--- config.mk ---
export PLATFORM = sky130hd
export DESIGN_NAME = sprite_bounce_engine
export DESIGN_NICKNAME = d
export VERILOG_FILES = /design/src/rtl/sprite_bounce_engine.sv
export SDC_FILE = /design/constraint.sdc
export NUM_CORES = 1
export LEC_CHECK = 0
export ABC_AREA = 1
export CAP_MARGIN = 20
export CORE_MARGIN = 5
export CORE_UTILIZATION = 45
export DETAILED_ROUTE_END_ITERATION = 7
export PLACE_DENSITY = 0.69
export SETUP_SLACK_MARGIN = 0.15
export SYNTH_ARGS = -nofsm -noshare
export SYNTH_HDL_FRONTEND = slang
export SYNTH_SLANG_ARGS = --single-unit
--- constraint.sdc ---
create_clock -name clock -period 5.4 [get_ports clock]
set_input_delay 1.62 -clock clock [delete_from_list [all_inputs] [get_ports clock]]
set_output_delay 1.62 -clock clock [all_outputs]
set_load 0.02 [all_outputs]
--- src/rtl/sprite_bounce_engine.sv ---
// sprite_bounce_engine: draws a SPR_W x SPR_H sprite, waits a number of frames,
// erases it, moves it one STEP per axis and bounces it off the screen edges.
//
// Handshake: go is a level input sampled only in IDLE and MOVE. plot is a
// write strobe that qualifies x, y and colour_out in the same cycle, with no
// back-pressure. move_done pulses for one cycle right after each MOVE.
module sprite_bounce_engine #(
    parameter int          SCREEN_W        = 160,
    parameter int          SCREEN_H        = 120,
    parameter int          SPR_W           = 4,
    parameter int          SPR_H           = 4,
    parameter int          STEP            = 1,
    parameter int          TICKS_PER_FRAME = 833333,
    parameter int          FRAMES_PER_MOVE = 15,
    parameter logic [2:0]  ERASE_COLOUR    = 3'b000
) (
    input  logic       clock,
    input  logic       resetn,
    input  logic       go,
    input  logic       pause,
    input  logic [2:0] colour,
    output logic [7:0] x,
    output logic [6:0] y,
    output logic [2:0] colour_out,
    output logic       plot,
    output logic       busy,
    output logic       move_done,
    output logic [2:0] state_dbg
);

    localparam int OXW = $clog2(SPR_W + 1);
    localparam int OYW = $clog2(SPR_H + 1);
    localparam int TW  = (TICKS_PER_FRAME > 1) ? $clog2(TICKS_PER_FRAME) : 1;
    localparam int FW  = $clog2(FRAMES_PER_MOVE + 1);

    // Edge limits and step, one bit wider than the position so nothing wraps.
    localparam logic [8:0] XMAX_W = 9'(SCREEN_W - SPR_W);
    localparam logic [7:0] YMAX_W = 8'(SCREEN_H - SPR_H);
    localparam logic [8:0] STEP_XW = 9'(STEP);
    localparam logic [7:0] STEP_YW = 8'(STEP);

    typedef enum logic [2:0] {
        S_IDLE  = 3'd0,
        S_DRAW  = 3'd1,
        S_WAIT  = 3'd2,
        S_ERASE = 3'd3,
        S_MOVE  = 3'd4
    } state_t;

    state_t           state_q, state_d;
    logic [OXW-1:0]   ox_q, ox_d;
    logic [OYW-1:0]   oy_q, oy_d;
    logic [TW-1:0]    tick_q, tick_d;
    logic [FW-1:0]    frame_q, frame_d;
    logic [7:0]       pos_x_q, pos_x_d;
    logic [6:0]       pos_y_q, pos_y_d;
    logic             dir_x_q, dir_x_d;   // 0 = right, 1 = left
    logic             dir_y_q, dir_y_d;   // 0 = down,  1 = up
    logic [2:0]       spr_col_q, spr_col_d;

    logic [7:0]       x_q, x_d;
    logic [6:0]       y_q, y_d;
    logic [2:0]       col_out_q, col_out_d;
    logic             plot_q, plot_d;
    logic             busy_q, busy_d;
    logic             md_q, md_d;

    logic [8:0]       sum_x;
    logic [7:0]       sum_y;
    logic             last_col, last_row;
    logic             scan_d;

    assign sum_x    = {1'b0, pos_x_q} + STEP_XW;
    assign sum_y    = {1'b0, pos_y_q} + STEP_YW;
    assign last_col = (ox_q == OXW'(SPR_W - 1));
    assign last_row = (oy_q == OYW'(SPR_H - 1));

    // Next-state logic: scan counters, frame timing and the bounce arithmetic.
    always_comb begin
        state_d   = state_q;
        ox_d      = ox_q;
        oy_d      = oy_q;
        tick_d    = tick_q;
        frame_d   = frame_q;
        pos_x_d   = pos_x_q;
        pos_y_d   = pos_y_q;
        dir_x_d   = dir_x_q;
        dir_y_d   = dir_y_q;
        spr_col_d = spr_col_q;
        case (state_q)
            S_IDLE: begin
                if (go) begin
                    state_d   = S_DRAW;
                    spr_col_d = colour;
                    ox_d      = '0;
                    oy_d      = '0;
                end
            end
            S_DRAW, S_ERASE: begin
                if (last_col) begin
                    ox_d = '0;
                    if (last_row) begin
                        oy_d = '0;
                        if (state_q == S_DRAW) begin
                            state_d = S_WAIT;
                            tick_d  = '0;
                            frame_d = '0;
                        end else begin
                            state_d = S_MOVE;
                        end
                    end else begin
                        oy_d = oy_q + OYW'(1);
                    end
                end else begin
                    ox_d = ox_q + OXW'(1);
                end
            end
            S_WAIT: begin
                if (!pause) begin
                    if (tick_q == TW'(TICKS_PER_FRAME - 1)) begin
                        tick_d  = '0;
                        frame_d = frame_q + FW'(1);
                        if (frame_q + FW'(1) == FW'(FRAMES_PER_MOVE)) begin
                            state_d = S_ERASE;
                            ox_d    = '0;
                            oy_d    = '0;
                        end
                    end else begin
                        tick_d = tick_q + TW'(1);
                    end
                end
            end
            S_MOVE: begin
                if (!dir_x_q) begin
                    if (sum_x >= XMAX_W) begin
                        pos_x_d = XMAX_W[7:0];
                        dir_x_d = 1'b1;
                    end else begin
                        pos_x_d = sum_x[7:0];
                    end
                end else if ({1'b0, pos_x_q} <= STEP_XW) begin
                    pos_x_d = '0;
                    dir_x_d = 1'b0;
                end else begin
                    pos_x_d = pos_x_q - STEP_XW[7:0];
                end
                if (!dir_y_q) begin
                    if (sum_y >= YMAX_W) begin
                        pos_y_d = YMAX_W[6:0];
                        dir_y_d = 1'b1;
                    end else begin
                        pos_y_d = sum_y[6:0];
                    end
                end else if ({1'b0, pos_y_q} <= STEP_YW) begin
                    pos_y_d = '0;
                    dir_y_d = 1'b0;
                end else begin
                    pos_y_d = pos_y_q - STEP_YW[6:0];
                end
                if (go) begin
                    state_d   = S_DRAW;
                    spr_col_d = colour;
                    ox_d      = '0;
                    oy_d      = '0;
                end else begin
                    state_d = S_IDLE;
                end
            end
            default: state_d = S_IDLE;
        endcase
    end

    // Output values for the coming cycle, derived from the next state so the
    // registered outputs line up with the state they describe.
    always_comb begin
        scan_d    = (state_d == S_DRAW) || (state_d == S_ERASE);
        x_d       = scan_d ? pos_x_d + 8'(ox_d) : pos_x_d;
        y_d       = scan_d ? pos_y_d + 7'(oy_d) : pos_y_d;
        col_out_d = (state_d == S_DRAW)  ? spr_col_d :
                    (state_d == S_ERASE) ? ERASE_COLOUR : 3'b000;
        plot_d    = scan_d;
        busy_d    = (state_d != S_IDLE);
        md_d      = (state_q == S_MOVE);
    end

    // State, datapath and registered outputs; reset is immediate.
    always_ff @(posedge clock or negedge resetn) begin
        if (!resetn) begin
            state_q   <= S_IDLE;
            ox_q      <= '0;
            oy_q      <= '0;
            tick_q    <= '0;
            frame_q   <= '0;
            pos_x_q   <= '0;
            pos_y_q   <= '0;
            dir_x_q   <= 1'b0;
            dir_y_q   <= 1'b0;
            spr_col_q <= '0;
            x_q       <= '0;
            y_q       <= '0;
            col_out_q <= '0;
            plot_q    <= 1'b0;
            busy_q    <= 1'b0;
            md_q      <= 1'b0;
        end else begin
            state_q   <= state_d;
            ox_q      <= ox_d;
            oy_q      <= oy_d;
            tick_q    <= tick_d;
            frame_q   <= frame_d;
            pos_x_q   <= pos_x_d;
            pos_y_q   <= pos_y_d;
            dir_x_q   <= dir_x_d;
            dir_y_q   <= dir_y_d;
            spr_col_q <= spr_col_d;
            x_q       <= x_d;
            y_q       <= y_d;
            col_out_q <= col_out_d;
            plot_q    <= plot_d;
            busy_q    <= busy_d;
            md_q      <= md_d;
        end
    end

    assign x          = x_q;
    assign y          = y_q;
    assign colour_out = col_out_q;
    assign plot       = plot_q;
    assign busy       = busy_q;
    assign move_done  = md_q;
    assign state_dbg  = state_q;

endmodule
==> qor.yml <==
cts-buffers-inserted: 9
synth.distinct_cells: 46
finalCritPeriodShare_pct: 73.4
yosys-top-cells-count: "nand2_1 (135), inv_1 (88), dfrtp_1 (74)"
die-area_um2: 12700
grt_max_degree: 75
p_per_area_nw_per_um2: 510
cts_resized: 0
first_pass_iters: 6
synth_ff_type: "dfrtp_1"
place_inst: 776
cts.sinks: 74
routed-wl-met3_um: 531
tritoncts: "yes"
port_buffers: 30
hold_start: "tick_q[3]"
slew_headroom_pct: 37.7
syn_area_um2: 4750
placementRows: 37
start_util_pct: 46.0
wl_met2_um: 5040
drive_gt1_share_pct: 12.0
synth_seq_cells: 74
skew_ns: 0.0109
drc_errors: 0
top_layer: "met4"
finalHoldViolCount: 0
slowest_stage: "clkdlybuf4s50_1"
area_growth_pct: 13.1
startpoint_type: "input port"
drv_slew: 0
post_cts_buffers: 0
final.setup.tns_ns: 0
vias: 4060
synthTopCellsByArea: "dfrtp_1 (39%), nand2_1 (11%), inv_1 (7.0%)"
hp-class: "flip-flop to flip-flop"
arrival_ns: 4.21
crit_type: "input port to flip-flop"
wl_per_cell_um: 13.5
critical_path.cell_chain: "clkdlybuf4s50_1 -> inv_1 -> nor2_1 -> nor2_2 -> nand2_4 -> inv_4 -> nand2_4 -> nand2_2 -> o21ai_1 -> inv_1 -> ha_1 -> a21oi_1 -> inv_1 -> a31oi_1 -> a21oi_1 -> nand3_2 -> nor2_1 -> nand2_1 -> nand2_1 -> nand2_1"
fill_cells: 970
vias_per_cell: 5.13
peakVddDrop_mv: 0.208
clk_latency_ns: 0.35
startpoint: "go"
synth.net_count: 646
synth.most_common_cell: "nand2_1"
postRouteWirelength_um: 10700
dieWidth_um: 113
hold_depth: 1
worst_slack_ns: 1.44
crit_fanout: 10
synth_top_cell_area_share_pct: 39.0
avgSynthCellArea_um2: 7.67
design_area_um2: 5370
status: "finished clean"
r2r-start: "state_dbg[0]"
h-tree-depth: 3
synth-async-reset-ratio_pct: 100
synthCells: 619
routabilityCongestion: 0.947
first_iter_violations: 240
fin_util_pct: 52.0
ys_seq_area_share_pct: 39.0
synth_edf_count: 0
required_ns: 5.64
cts_hold_buf: 0
clk_pin_slew_worst_paths_ns: 0.08
dp_slack_ns: 1.05
pin_count: 31
hpwl_um: 8160
rsz0062_at_grt: "no"
grt_pass1_vias: 3952
p_total_mw: 2.74
finalSetupViolations: 0
fp.coreArea_um2: 10300
grt_pass1_wl_um: 18400
dpl_cell_area_um2: 5150
slowest_delay_ns: 0.46
cts_buffer_depth: 2
synth_top_area_cell: "dfrtp_1"
fin_nets: 678
finalCriticalPeriod_ns: 3.96
yosysWarningCount: 0
max_freq_ghz: 0.252
end_kind: "flip-flop"
stdcell_count: 792
track_usage_pct: 17.7
reg2reg_depth: 15
cap_violations: 0
diodes: 0
antenna_left: 0
root_buffer: "clkbuf_8"
holdWs_ns: 0.501
met1_length_um: 4980
gr-total-overflow: 0
die_h_um: 113
worst_pin_slew_ns: 0.934
leakage_nw: 2.68
antenna_found_initial: 0
[layer usage]
layer | vias to the layer above | global-route usage, %
met5 | - | 0
met4 | 0 | 5.93
met2 | 92 | 28.8
li1 | 2026 | -
met3 | 21 | 3.53
met1 | 1921 | 23.5
[sequential cells by signal, summed over array words and instances, names as in the netlist]
signal and flops:
busy 1, spr_col_q 3, ox_q 3, dir_x_q 1, frame_q 4, colour_out 3, plot 1, state_dbg 3
dir_y_q 1, move_done 1, pos_x_q 8, tick_q 20, x 8, pos_y_q 7, y 7, oy_q 3
[final timing paths]
| kind | slack [ns] | to |
|---|---|---|
| min in group asynchronous | 1.39 | frame_q[0] |
| max in group asynchronous | 3.38 | move_done |
| hold reg to reg | 0.50 | tick_q[3] |
| hold / removal | 0.50 | tick_q[3] |
| setup / recovery | 1.44 | x[7] |
| setup reg to reg | 1.95 | y[6] |
[critical path: cells and delay by family]
kind / cells / cell delay (ns)
and+or+nand+nor: 10 / 1.10
buffers and inverters: 5 / 0.70
adders and majority gates: 1 / 0.33
AOI/OAI and AO/OA: 4 / 0.45
[power by group]
part           internal (mW)  switching (mW)
sequential             0.710           0.153
clock                  0.273           0.210
combinational          0.514           0.876
[cells by family (layout without fill, tap and decap cells)]
| group | count (synthesis) | after routing | synth area share [%] |
|---|---|---|---|
| simple gates | 310 | 310 | 32.0 |
| buf+inv | 108 | 145 | 9.33 |
| fa+ha+maj | 20 | 20 | 5.59 |
| flops | 74 | 74 | 39.0 |
| compound gates | 87 | 87 | 10.4 |
| xor+xnor | 20 | 20 | 3.69 |
[cell usage in the layout (no fill, tap or decap), types with 8 or more instances in the layout]
| master | netlist | layout |
|---|---|---|
| inv_1 | 88 | 88 |
| clkbuf_8 | 0 | 10 |
| o21ai_0 | 34 | 34 |
| nand3_1 | 39 | 39 |
| a21oi_1 | 24 | 24 |
| ha_1 | 18 | 18 |
| nand2_1 | 135 | 135 |
| nand2_2 | 14 | 14 |
| xor2_1 | 14 | 14 |
| inv_2 | 8 | 8 |
| dfrtp_1 | 74 | 74 |
| nor2_2 | 8 | 8 |
| clkdlybuf4s50_1 | 0 | 29 |
| nand3_2 | 9 | 9 |
| nor2_1 | 69 | 69 |
[layout make-up]
class	count	area, um^2	share of cell area (%)
clock buffer	12	145	2.70
clock inverter	4	75.1	1.40
inverter	99	377	7.01
multi-input combinational	437	2450	45.7
sequential	74	1850	34.5
tap	136	170	3.17
timing repair buffer	30	298	5.55
Note: power is estimated with default switching activity, not from simulation.
